==> src/rtl/lipsi_src_mux.sv <==
// lipsi_src_mux
//   Selects one of NCH source channels and registers its data into a single
//   output stage with valid/ready handshaking.
//   MODE=0: explicit channel select via sel (illegal sel raises sticky err_sel).
//   MODE=1: round-robin among valid channels, starting after the last grant.
//
// Ports
//   clk        rising-edge clock
//   rst_n      asynchronous active-low reset
//   in_data    NCH packed channels of W+1 bits, channel i at [i*(W+1) +: W+1]
//   in_valid   per-channel data valid
//   in_ready   per-channel accept (only the granted channel, only when open)
//   sel        channel select (MODE=0 only)
//   out_data   registered selected data (carry bit on top)
//   out_ch     index of the channel held in out_data
//   out_valid  output register occupied
//   out_ready  downstream accept
//   err_sel    sticky illegal-select flag (always 0 in MODE=1)
//   err_clr    clears err_sel
module lipsi_src_mux #(
    parameter int W = 8,
    parameter int NCH = 3,
    parameter int MODE = 0,
    // Default gives only the top channel its own carry bit (3'b100 for NCH=3).
    parameter logic [NCH-1:0] CARRY_MASK = {{(NCH-1){1'b0}}, 1'b1} << (NCH-1),
    localparam int CW = (NCH > 1) ? $clog2(NCH) : 1
) (
    input  logic                 clk,
    input  logic                 rst_n,
    input  logic [NCH*(W+1)-1:0] in_data,
    input  logic [NCH-1:0]       in_valid,
    output logic [NCH-1:0]       in_ready,
    input  logic [CW-1:0]        sel,
    output logic [W:0]           out_data,
    output logic [CW-1:0]        out_ch,
    output logic                 out_valid,
    input  logic                 out_ready,
    output logic                 err_sel,
    input  logic                 err_clr
);

    logic [W:0]    chan_data [NCH];
    logic [CW-1:0] rr_ptr_reg;
    logic          grant_ok;
    logic [CW-1:0] grant_idx;
    logic [W:0]    grant_data;
    logic          open;
    logic          load;
    logic          sel_bad;

    // Per-channel data with the carry bit zero-extended where the mask says so.
    generate
        for (genvar gi = 0; gi < NCH; gi++) begin : g_chan
            assign chan_data[gi] = {in_data[gi*(W+1)+W] & CARRY_MASK[gi],
                                    in_data[gi*(W+1) +: W]};
        end
    endgenerate

    assign sel_bad = (MODE == 0) && (int'(sel) >= NCH);

    // Grant selection. Round-robin looks for the lowest valid index above
    // rr_ptr first; failing that, the lowest valid index at or below it
    // (wrap-around). Loops run downward so the lowest match is written last.
    always_comb begin
        logic          found_hi;
        logic          found_lo;
        logic [CW-1:0] hi_idx;
        logic [CW-1:0] lo_idx;
        found_hi  = 1'b0;
        found_lo  = 1'b0;
        hi_idx    = '0;
        lo_idx    = '0;
        grant_ok  = 1'b0;
        grant_idx = '0;
        if (MODE == 0) begin
            if (!sel_bad) begin
                grant_ok  = 1'b1;
                grant_idx = sel;
            end
        end else begin
            for (int j = NCH - 1; j >= 0; j--) begin
                if (in_valid[j]) begin
                    if (j > int'(rr_ptr_reg)) begin
                        found_hi = 1'b1;
                        hi_idx   = CW'(j);
                    end else begin
                        found_lo = 1'b1;
                        lo_idx   = CW'(j);
                    end
                end
            end
            grant_ok  = found_hi || found_lo;
            grant_idx = found_hi ? hi_idx : lo_idx;
        end
    end

    always_comb begin
        grant_data = '0;
        for (int j = 0; j < NCH; j++) begin
            if (CW'(j) == grant_idx) begin
                grant_data = chan_data[j];
            end
        end
    end

    assign open = !out_valid || out_ready;

    // in_ready is gated by rst_n so it drops immediately on reset assertion.
    generate
        for (genvar gi = 0; gi < NCH; gi++) begin : g_ready
            assign in_ready[gi] = rst_n && open && grant_ok && (grant_idx == CW'(gi));
        end
    endgenerate

    assign load = |(in_ready & in_valid);

    always_ff @(posedge clk or negedge rst_n) begin
        if (!rst_n) begin
            out_data   <= '0;
            out_ch     <= '0;
            out_valid  <= 1'b0;
            rr_ptr_reg <= CW'(NCH - 1);
        end else begin
            if (load) begin
                out_data  <= grant_data;
                out_ch    <= grant_idx;
                out_valid <= 1'b1;
                if (MODE == 1) begin
                    rr_ptr_reg <= grant_idx;
                end
            end else if (out_ready) begin
                out_valid <= 1'b0;
            end
        end
    end

    // Sticky error: a bad select on the same edge as a clear keeps it set.
    always_ff @(posedge clk or negedge rst_n) begin
        if (!rst_n) begin
            err_sel <= 1'b0;
        end else if (sel_bad) begin
            err_sel <= 1'b1;
        end else if (err_clr) begin
            err_sel <= 1'b0;
        end
    end

endmodule

==> config.mk <==
export PLATFORM = sky130hd
export DESIGN_NAME = lipsi_src_mux
export DESIGN_NICKNAME = d
export VERILOG_FILES = /design/src/rtl/lipsi_src_mux.sv
export SDC_FILE = /design/constraint.sdc
export NUM_CORES = 1
export LEC_CHECK = 0
export CORE_MARGIN = 2
export CORE_UTILIZATION = 36
export DETAILED_ROUTE_END_ITERATION = 10
export PLACE_DENSITY = 0.76
export SYNTH_ARGS = -nofsm -noshare
export SYNTH_HDL_FRONTEND = slang
export SYNTH_SLANG_ARGS = --single-unit
==> constraint.sdc <==
create_clock -name clk -period 1.7 [get_ports clk]
set_input_delay 0.17 -clock clk [delete_from_list [all_inputs] [get_ports clk]]
set_output_delay 0.17 -clock clk [all_outputs]
set_load 0.02 [all_outputs]
# After elaboration in Yosys (flattened, before gate mapping)
# Index checks and enable logic that the tools add are counted.
# totals
reg_bits	13
latchBits	0
mem_bits_rw	0
rom_bits	0
in_bits	36
out_inout_bits	16
elab_cells	30
n_memories	0
# op_classes
add_sub_neg	0
mul	0
div_mod_pow	0
magnitude_cmp	1
eq_ne	4
shift	0
mux	9
bitwise	1
reduce_logical	11
# ops
cell	n
$mux W8	2
$mux W9	1
$logic_and A1 B1 Y1	5
$mux W1	5
$reduce_bool A2 Y1	2
$and A3 B3 Y3	1
$reduce_or A3 Y1	1
$eq A1 B2 Y1 const A	1
$eq A2 B1 Y1 const B	1
$eq A2 B2 Y1 const A	1
$eq A2 B2 Y1 const B	1
$ge A2 B2 Y1 const B	1
$logic_not A2 Y1	1
$mux W2	1
$logic_not A1 Y1	1
$logic_or A1 B1 Y1	1

# Depth between registers and ports, before layout
# logic_depth
depth_word	8
mapped_depth	7
depth_no_buf	5

# Worst setup path after synthesis
# Ideal clock, no wire load.
# synth_timing
kind	input -> register
startpoint	input sel[0]
endpoint	register out_ch[0]
setup_ns	0.125
t_arrival_ns	1.540
t_required_ns	1.575
path_slack_ns	0.035
stages	7
n_path_buf	2
cell_sequence	inv_1 -> ha_1 -> buf_6 -> a222oi_1 -> nor4b_2 -> buf_6 -> mux2_4
# synth_via
elab_chain_len	6
# synth_lines
item	line_no	rtl
start: declaration	33	input logic [CW-1:0] sel,
$ge A2 B2 Y1	59	assign sel_bad = (MODE == 0) && (int'(sel) >= NCH);
$mux W2 or $mux W1 (tied branches)	76	if (!sel_bad) begin
$eq A2 B1 Y1 (tied with other cells)	111	assign in_ready[gi] = rst_n && open && grant_ok && (grant_idx == CW'(gi));
$logic_and A1 B1 Y1	111	
$and A3 B3 Y3	115	assign load = |(in_ready & in_valid);
$reduce_or A3 Y1	115	
end signal: assignment	126	out_ch <= grant_idx;
end: declaration	35	output logic [CW-1:0] out_ch,
# Several ways; a longest one is shown, not always the timed one.
# A chain may end at the register's enable or synchronous reset.

# Worst setup path after layout
# layout_timing
startpoint	input sel[1]
endpoint	register out_ch[1]
# Same word-level chain as after synthesis.

==> impl_metrics.xml <==
<?xml version="1.0" encoding="UTF-8"?>
<metrics>
  <group name="clock_tree">
    <metric name="cts.hold.buffers_added" unit="">0</metric>
    <metric name="cts_buffers" unit="">3</metric>
    <metric name="clock_tree.htree_level_count" unit="">1</metric>
    <metric name="cts_max_path_buffers" unit="">2</metric>
    <metric name="clock_pin_transition_on_the_worst_setup_and_hold_timing_paths" unit="ps">70</metric>
    <metric name="numClockSinks" unit="">13</metric>
    <metric name="clock_latency_late_sink" unit="ps">270</metric>
    <metric name="clk_root_buffer_cell" unit="">sky130_fd_sc_hd__clkbuf_4</metric>
    <metric name="tritoncts" unit="">yes</metric>
  </group>
  <group name="synth">
    <metric name="yosysSeqAreaShare" unit="%">39.2</metric>
    <metric name="post-synth-top-area-fraction" unit="%">39.2</metric>
    <metric name="asyncSetResetFlopFracSynth" unit="%">100</metric>
    <metric name="number_of_warnings_printed_during_yosys_synthesis" unit="">0</metric>
    <metric name="yosys_most_used_dff" unit="">sky130_fd_sc_hd__dfrtp_1</metric>
    <metric name="combinational_family_with_the_most_area_after_synthesis" unit="">simple AND/OR/NAND/NOR gates</metric>
    <metric name="number_of_synthesized_register_bits" unit="">13</metric>
    <metric name="synth-xor-area-share" unit="%">0</metric>
    <metric name="synth_mux_area_share" unit="%">18.4</metric>
    <metric name="post-synth-top-count-cell" unit="">sky130_fd_sc_hd__a21oi_1</metric>
    <metric name="synth_edf_count" unit="">0</metric>
    <metric name="ys_types" unit="">18</metric>
    <metric name="syn_nets" unit="">117</metric>
    <metric name="synth_area_leaders" unit="">sky130_fd_sc_hd__dfrtp_1 (39%), sky130_fd_sc_hd__mux2_4 (14%), sky130_fd_sc_hd__a21oi_1 (9.7%)</metric>
    <metric name="yosys.area_share.simple" unit="%">20.2</metric>
    <metric name="syn-instance-count" unit="">78</metric>
    <metric name="synth-compound-area-share" unit="%">11.8</metric>
    <metric name="synth_area_per_cell" unit="sq um">10.6</metric>
    <metric name="synth.top_cells.by_count" unit="">sky130_fd_sc_hd__a21oi_1 (16), sky130_fd_sc_hd__dfrtp_1 (13), sky130_fd_sc_hd__nor2b_1 (9), sky130_fd_sc_hd__mux2_4 (8), sky130_fd_sc_hd__nand3b_1 (8)</metric>
    <metric name="synth_fa_ha_area_share" unit="%">4.52</metric>
    <metric name="synth_area_leader_cell" unit="">sky130_fd_sc_hd__dfrtp_1</metric>
    <metric name="mappedNetlistArea" unit="sq um">830</metric>
  </group>
  <group name="sta">
    <metric name="slew_headroom" unit="%">68.9</metric>
    <metric name="worst_slew_pin_slew" unit="ps">466</metric>
    <metric name="timing.hold.ws" unit="ps">271</metric>
    <metric name="hold_viol" unit="">0</metric>
    <metric name="clock.fmax" unit="GHz">0.612</metric>
    <metric name="worst_clock_skew" unit="ps">3.45</metric>
    <metric name="fin_crit_sh" unit="%">96.2</metric>
    <metric name="final.min_clock_period" unit="ps">1630</metric>
    <metric name="finalSetupViolations" unit="">0</metric>
    <metric name="drv_slew" unit="">0</metric>
    <metric name="rsz0062_at_grt" unit="">no</metric>
  </group>
  <group name="cells_and_area">
    <metric name="final_net_count" unit="">177</metric>
    <metric name="fill_cells" unit="">182</metric>
    <metric name="area.sequential" unit="sq um">325</metric>
    <metric name="post-route-cell-area" unit="sq mm">0.00144</metric>
    <metric name="insertedDiodeCount" unit="">0</metric>
    <metric name="layout_cell_share_with_drive_strength_beyond_1" unit="%">19.7</metric>
    <metric name="multiInputGateArea" unit="sq um">469</metric>
    <metric name="area_growth" unit="%">73.2</metric>
  </group>
  <group name="worst_setup_path">
    <metric name="reg2reg_to" unit="">out_ch[1]$_DFFE_PN0P_</metric>
    <metric name="worst_path_dominant_cell_family" unit="">compound AO/OA/AOI/OAI gates</metric>
    <metric name="setup.reg_to_reg.worst_slack" unit="ps">220</metric>
    <metric name="timing.critical_path.buf_inv" unit="">2</metric>
    <metric name="worstSetupPathType" unit="">in2reg</metric>
    <metric name="critical_path.max_stage_delay" unit="ps">470</metric>
    <metric name="critical_path.startpoint" unit="">sel[1]</metric>
    <metric name="path_depth" unit="">6</metric>
    <metric name="timing.critical_path.slowest_stage_cell" unit="">sky130_fd_sc_hd__a222oi_1</metric>
    <metric name="required" unit="ps">1850</metric>
    <metric name="start_kind" unit="">input pin</metric>
    <metric name="critical_path.max_fanout" unit="">5</metric>
    <metric name="critPathArrivalTime" unit="ps">1780</metric>
    <metric name="worst_reg2reg_path_startpoint" unit="">out_valid$_DFFE_PN0P_</metric>
    <metric name="reg2reg_depth" unit="">4</metric>
    <metric name="crit_chain" unit="">dlygate4sd2_1 -&gt; ha_1 -&gt; a222oi_1 -&gt; nor4b_4 -&gt; buf_4 -&gt; mux2_1</metric>
    <metric name="endpoint_kind" unit="">flop</metric>
    <metric name="endpoint" unit="">out_ch[1]$_DFFE_PN0P_</metric>
  </group>
  <group name="floorplanning">
    <metric name="io_pins" unit="">52</metric>
    <metric name="die_h" unit="um">52.0</metric>
    <metric name="core_area" unit="sq mm">0.00219</metric>
    <metric name="die_area" unit="sq mm">0.00270</metric>
    <metric name="floorplan.initialDensity" unit="%">37.9</metric>
    <metric name="std_cell_rows" unit="">17</metric>
    <metric name="die_w" unit="um">52.0</metric>
  </group>
  <group name="global_routing">
    <metric name="grt.total_usage" unit="%">16.8</metric>
    <metric name="grt_pass1_wl" unit="um">3360</metric>
    <metric name="number_of_global_route_vias_before_repair" unit="">747</metric>
    <metric name="number_of_antenna_violations_at_the_first_check_in_global_routing" unit="">0</metric>
    <metric name="pin_count_of_the_biggest_net_entering_global_routing" unit="">20</metric>
    <metric name="total_congestion_overflow" unit="">0</metric>
  </group>
  <group name="detailed_routing">
    <metric name="drtIter0Drc" unit="">4</metric>
    <metric name="postRouteWirelength" unit="um">2160</metric>
    <metric name="detail_route.wl_per_cell" unit="um">13.1</metric>
    <metric name="avgViaCountPerCell" unit="">4.67</metric>
    <metric name="detail_route.drc_violations" unit="">0</metric>
    <metric name="drtAntennaViolNets" unit="">0</metric>
    <metric name="drt_pass1_iterations" unit="">4</metric>
    <metric name="route.vias.total" unit="">770</metric>
  </group>
  <group name="power_and_ir_drop">
    <metric name="leakage" unit="nW">0.630</metric>
    <metric name="power_density" unit="mW/mm^2">841</metric>
    <metric name="power.share.combinational" unit="%">49.3</metric>
    <metric name="power.share.sequential" unit="%">36.0</metric>
    <metric name="pwr-share-clk" unit="%">14.7</metric>
    <metric name="irDropWorstVdd" unit="mV">0.732</metric>
    <metric name="internal_power" unit="mW">0.836</metric>
    <metric name="sw_frac_of_total" unit="%">30.8</metric>
    <metric name="p_sw" unit="mW">0.372</metric>
  </group>
  <group name="run">
    <metric name="maxCapViolCount" unit="">0</metric>
  </group>
  <group name="hold_path">
    <metric name="type_of_the_tightest_min_delay_check" unit="">in2async</metric>
  </group>
  <group name="placed_design">
    <metric name="place.gp.congestion" unit="">0.704</metric>
    <metric name="buffer_ports.inserted" unit="">49</metric>
    <metric name="post_dp_cell_area" unit="sq mm">0.00139</metric>
    <metric name="dp_hpwl" unit="um">1580</metric>
  </group>
  <group name="run_status">
    <metric name="run_status" unit="">complete, no violations</metric>
  </group>
</metrics>
[cells by family after synthesis]
| group | count (synthesis) |
|---|---|
| AOI/OAI and AO/OA | 18 |
| muxes | 11 |
| DFF | 13 |
| and+or+nand+nor | 24 |
| adders and majority gates | 3 |
| buffers and inverters | 9 |
[routing by layer]
| metal | part of all wire [%] | up-vias | wire [um] | GRT usage [%] |
|---|---|---|---|---|
| met1 | 44 | 348 | 955 | 21.1 |
| met2 | 46 | 30 | 996 | 28.5 |
| li1 | - | 392 | - | - |
| met3 | 9.5 | 0 | 204 | 6.03 |
| met5 | 0 | - | 0 | 0 |
| met4 | 0 | 0 | 0 | 1.32 |
[repair_timing]
| item | 4_1_cts | 5_1_grt |
|---|---|---|
| buffers inserted | 3 | 0 |
| endpoints found under the setup margin | 15 | 12 |
| pin swaps | 3 | 2 |
| hold endpoints to repair | 0 | 0 |
| gates resized for setup | 9 | 4 |
| cloned | 0 | 0 |
[flip-flops by register name, summed over array words and instances (netlist names)]
signal,cells
err_sel,1
out_valid,1
out_data,9
out_ch,2
[power by group through the flow]
stage	logic, mW	clock network, mW	registers, mW
2_1_floorplan	0.190	0	0.543
3_3_place_gp	0.585	0	0.441
3_5_place_dp	0.591	0	0.441
4_1_cts	0.602	0.186	0.436
5_1_grt	0.632	0.203	0.445
6_report	0.596	0.178	0.435
[cell type report]
cell class / instances / share of cell area (%)
clock buffers: 4 / 1.83
multi-input cells: 56 / 32.7
well taps: 28 / 2.44
flip-flops and latches: 13 / 22.6
repair buffers: 60 / 39.4
inverters: 4 / 1.05
[metrics by stage]
step                TNS (ps)  instances  setup WS, ps  power (mW)  utilization (%)
floorplan                  0         78          34.8       0.733                -
global route               0        165          1.89        1.28             65.6
finish                     0        165          65.3        1.21             65.6
global placement       -9050        158          -664        1.03             63.4
CTS                        0        165          13.1        1.22             65.9
detailed placement     -9900        158          -741        1.03             63.4
[cells in the final DEF (no fill, tap or decap)]
| master | n |
|---|---|
| sky130_fd_sc_hd__clkdlybuf4s50_1 | 44 |
| sky130_fd_sc_hd__a21oi_1 | 16 |
| sky130_fd_sc_hd__dfrtp_1 | 13 |
| sky130_fd_sc_hd__buf_4 | 10 |
| sky130_fd_sc_hd__nor2b_1 | 9 |
| sky130_fd_sc_hd__nand3b_1 | 8 |
| sky130_fd_sc_hd__mux2_4 | 8 |
| sky130_fd_sc_hd__inv_1 | 4 |
| sky130_fd_sc_hd__and2_1 | 3 |
| sky130_fd_sc_hd__ha_1 | 3 |
| sky130_fd_sc_hd__clkbuf_4 | 3 |
| sky130_fd_sc_hd__mux2_1 | 2 |
| sky130_fd_sc_hd__dlygate4sd2_1 | 2 |
| sky130_fd_sc_hd__clkbuf_2 | 2 |
| sky130_fd_sc_hd__nor3b_2 | 1 |
| sky130_fd_sc_hd__a21o_1 | 1 |
| sky130_fd_sc_hd__nand2_1 | 1 |
| sky130_fd_sc_hd__a222oi_1 | 1 |
| sky130_fd_sc_hd__nor4b_4 | 1 |
| sky130_fd_sc_hd__mux2i_1 | 1 |
| sky130_fd_sc_hd__or2_1 | 1 |
| sky130_fd_sc_hd__clkbuf_1 | 1 |
| sky130_fd_sc_hd__clkdlybuf4s15_2 | 1 |
| sky130_fd_sc_hd__buf_6 | 1 |
[worst min path at each step]
stage                     cells after the start                 endpoint               startpoint
after floorplan                               0      err_sel$_DFFE_PN0P_                    rst_n
after global placement                        1      err_sel$_DFFE_PN0P_      err_sel$_DFFE_PN0P_
after detailed placement                      1  out_data[5]$_DFFE_PN0P_  out_data[5]$_DFFE_PN0P_
after CTS                                     2  out_data[1]$_DFFE_PN0P_                    rst_n
after global routing                          2  out_data[5]$_DFFE_PN0P_                    rst_n
final                                         2  out_data[6]$_DFFE_PN0P_                    rst_n
No activity file was read; power rests on OpenSTA's default activity.
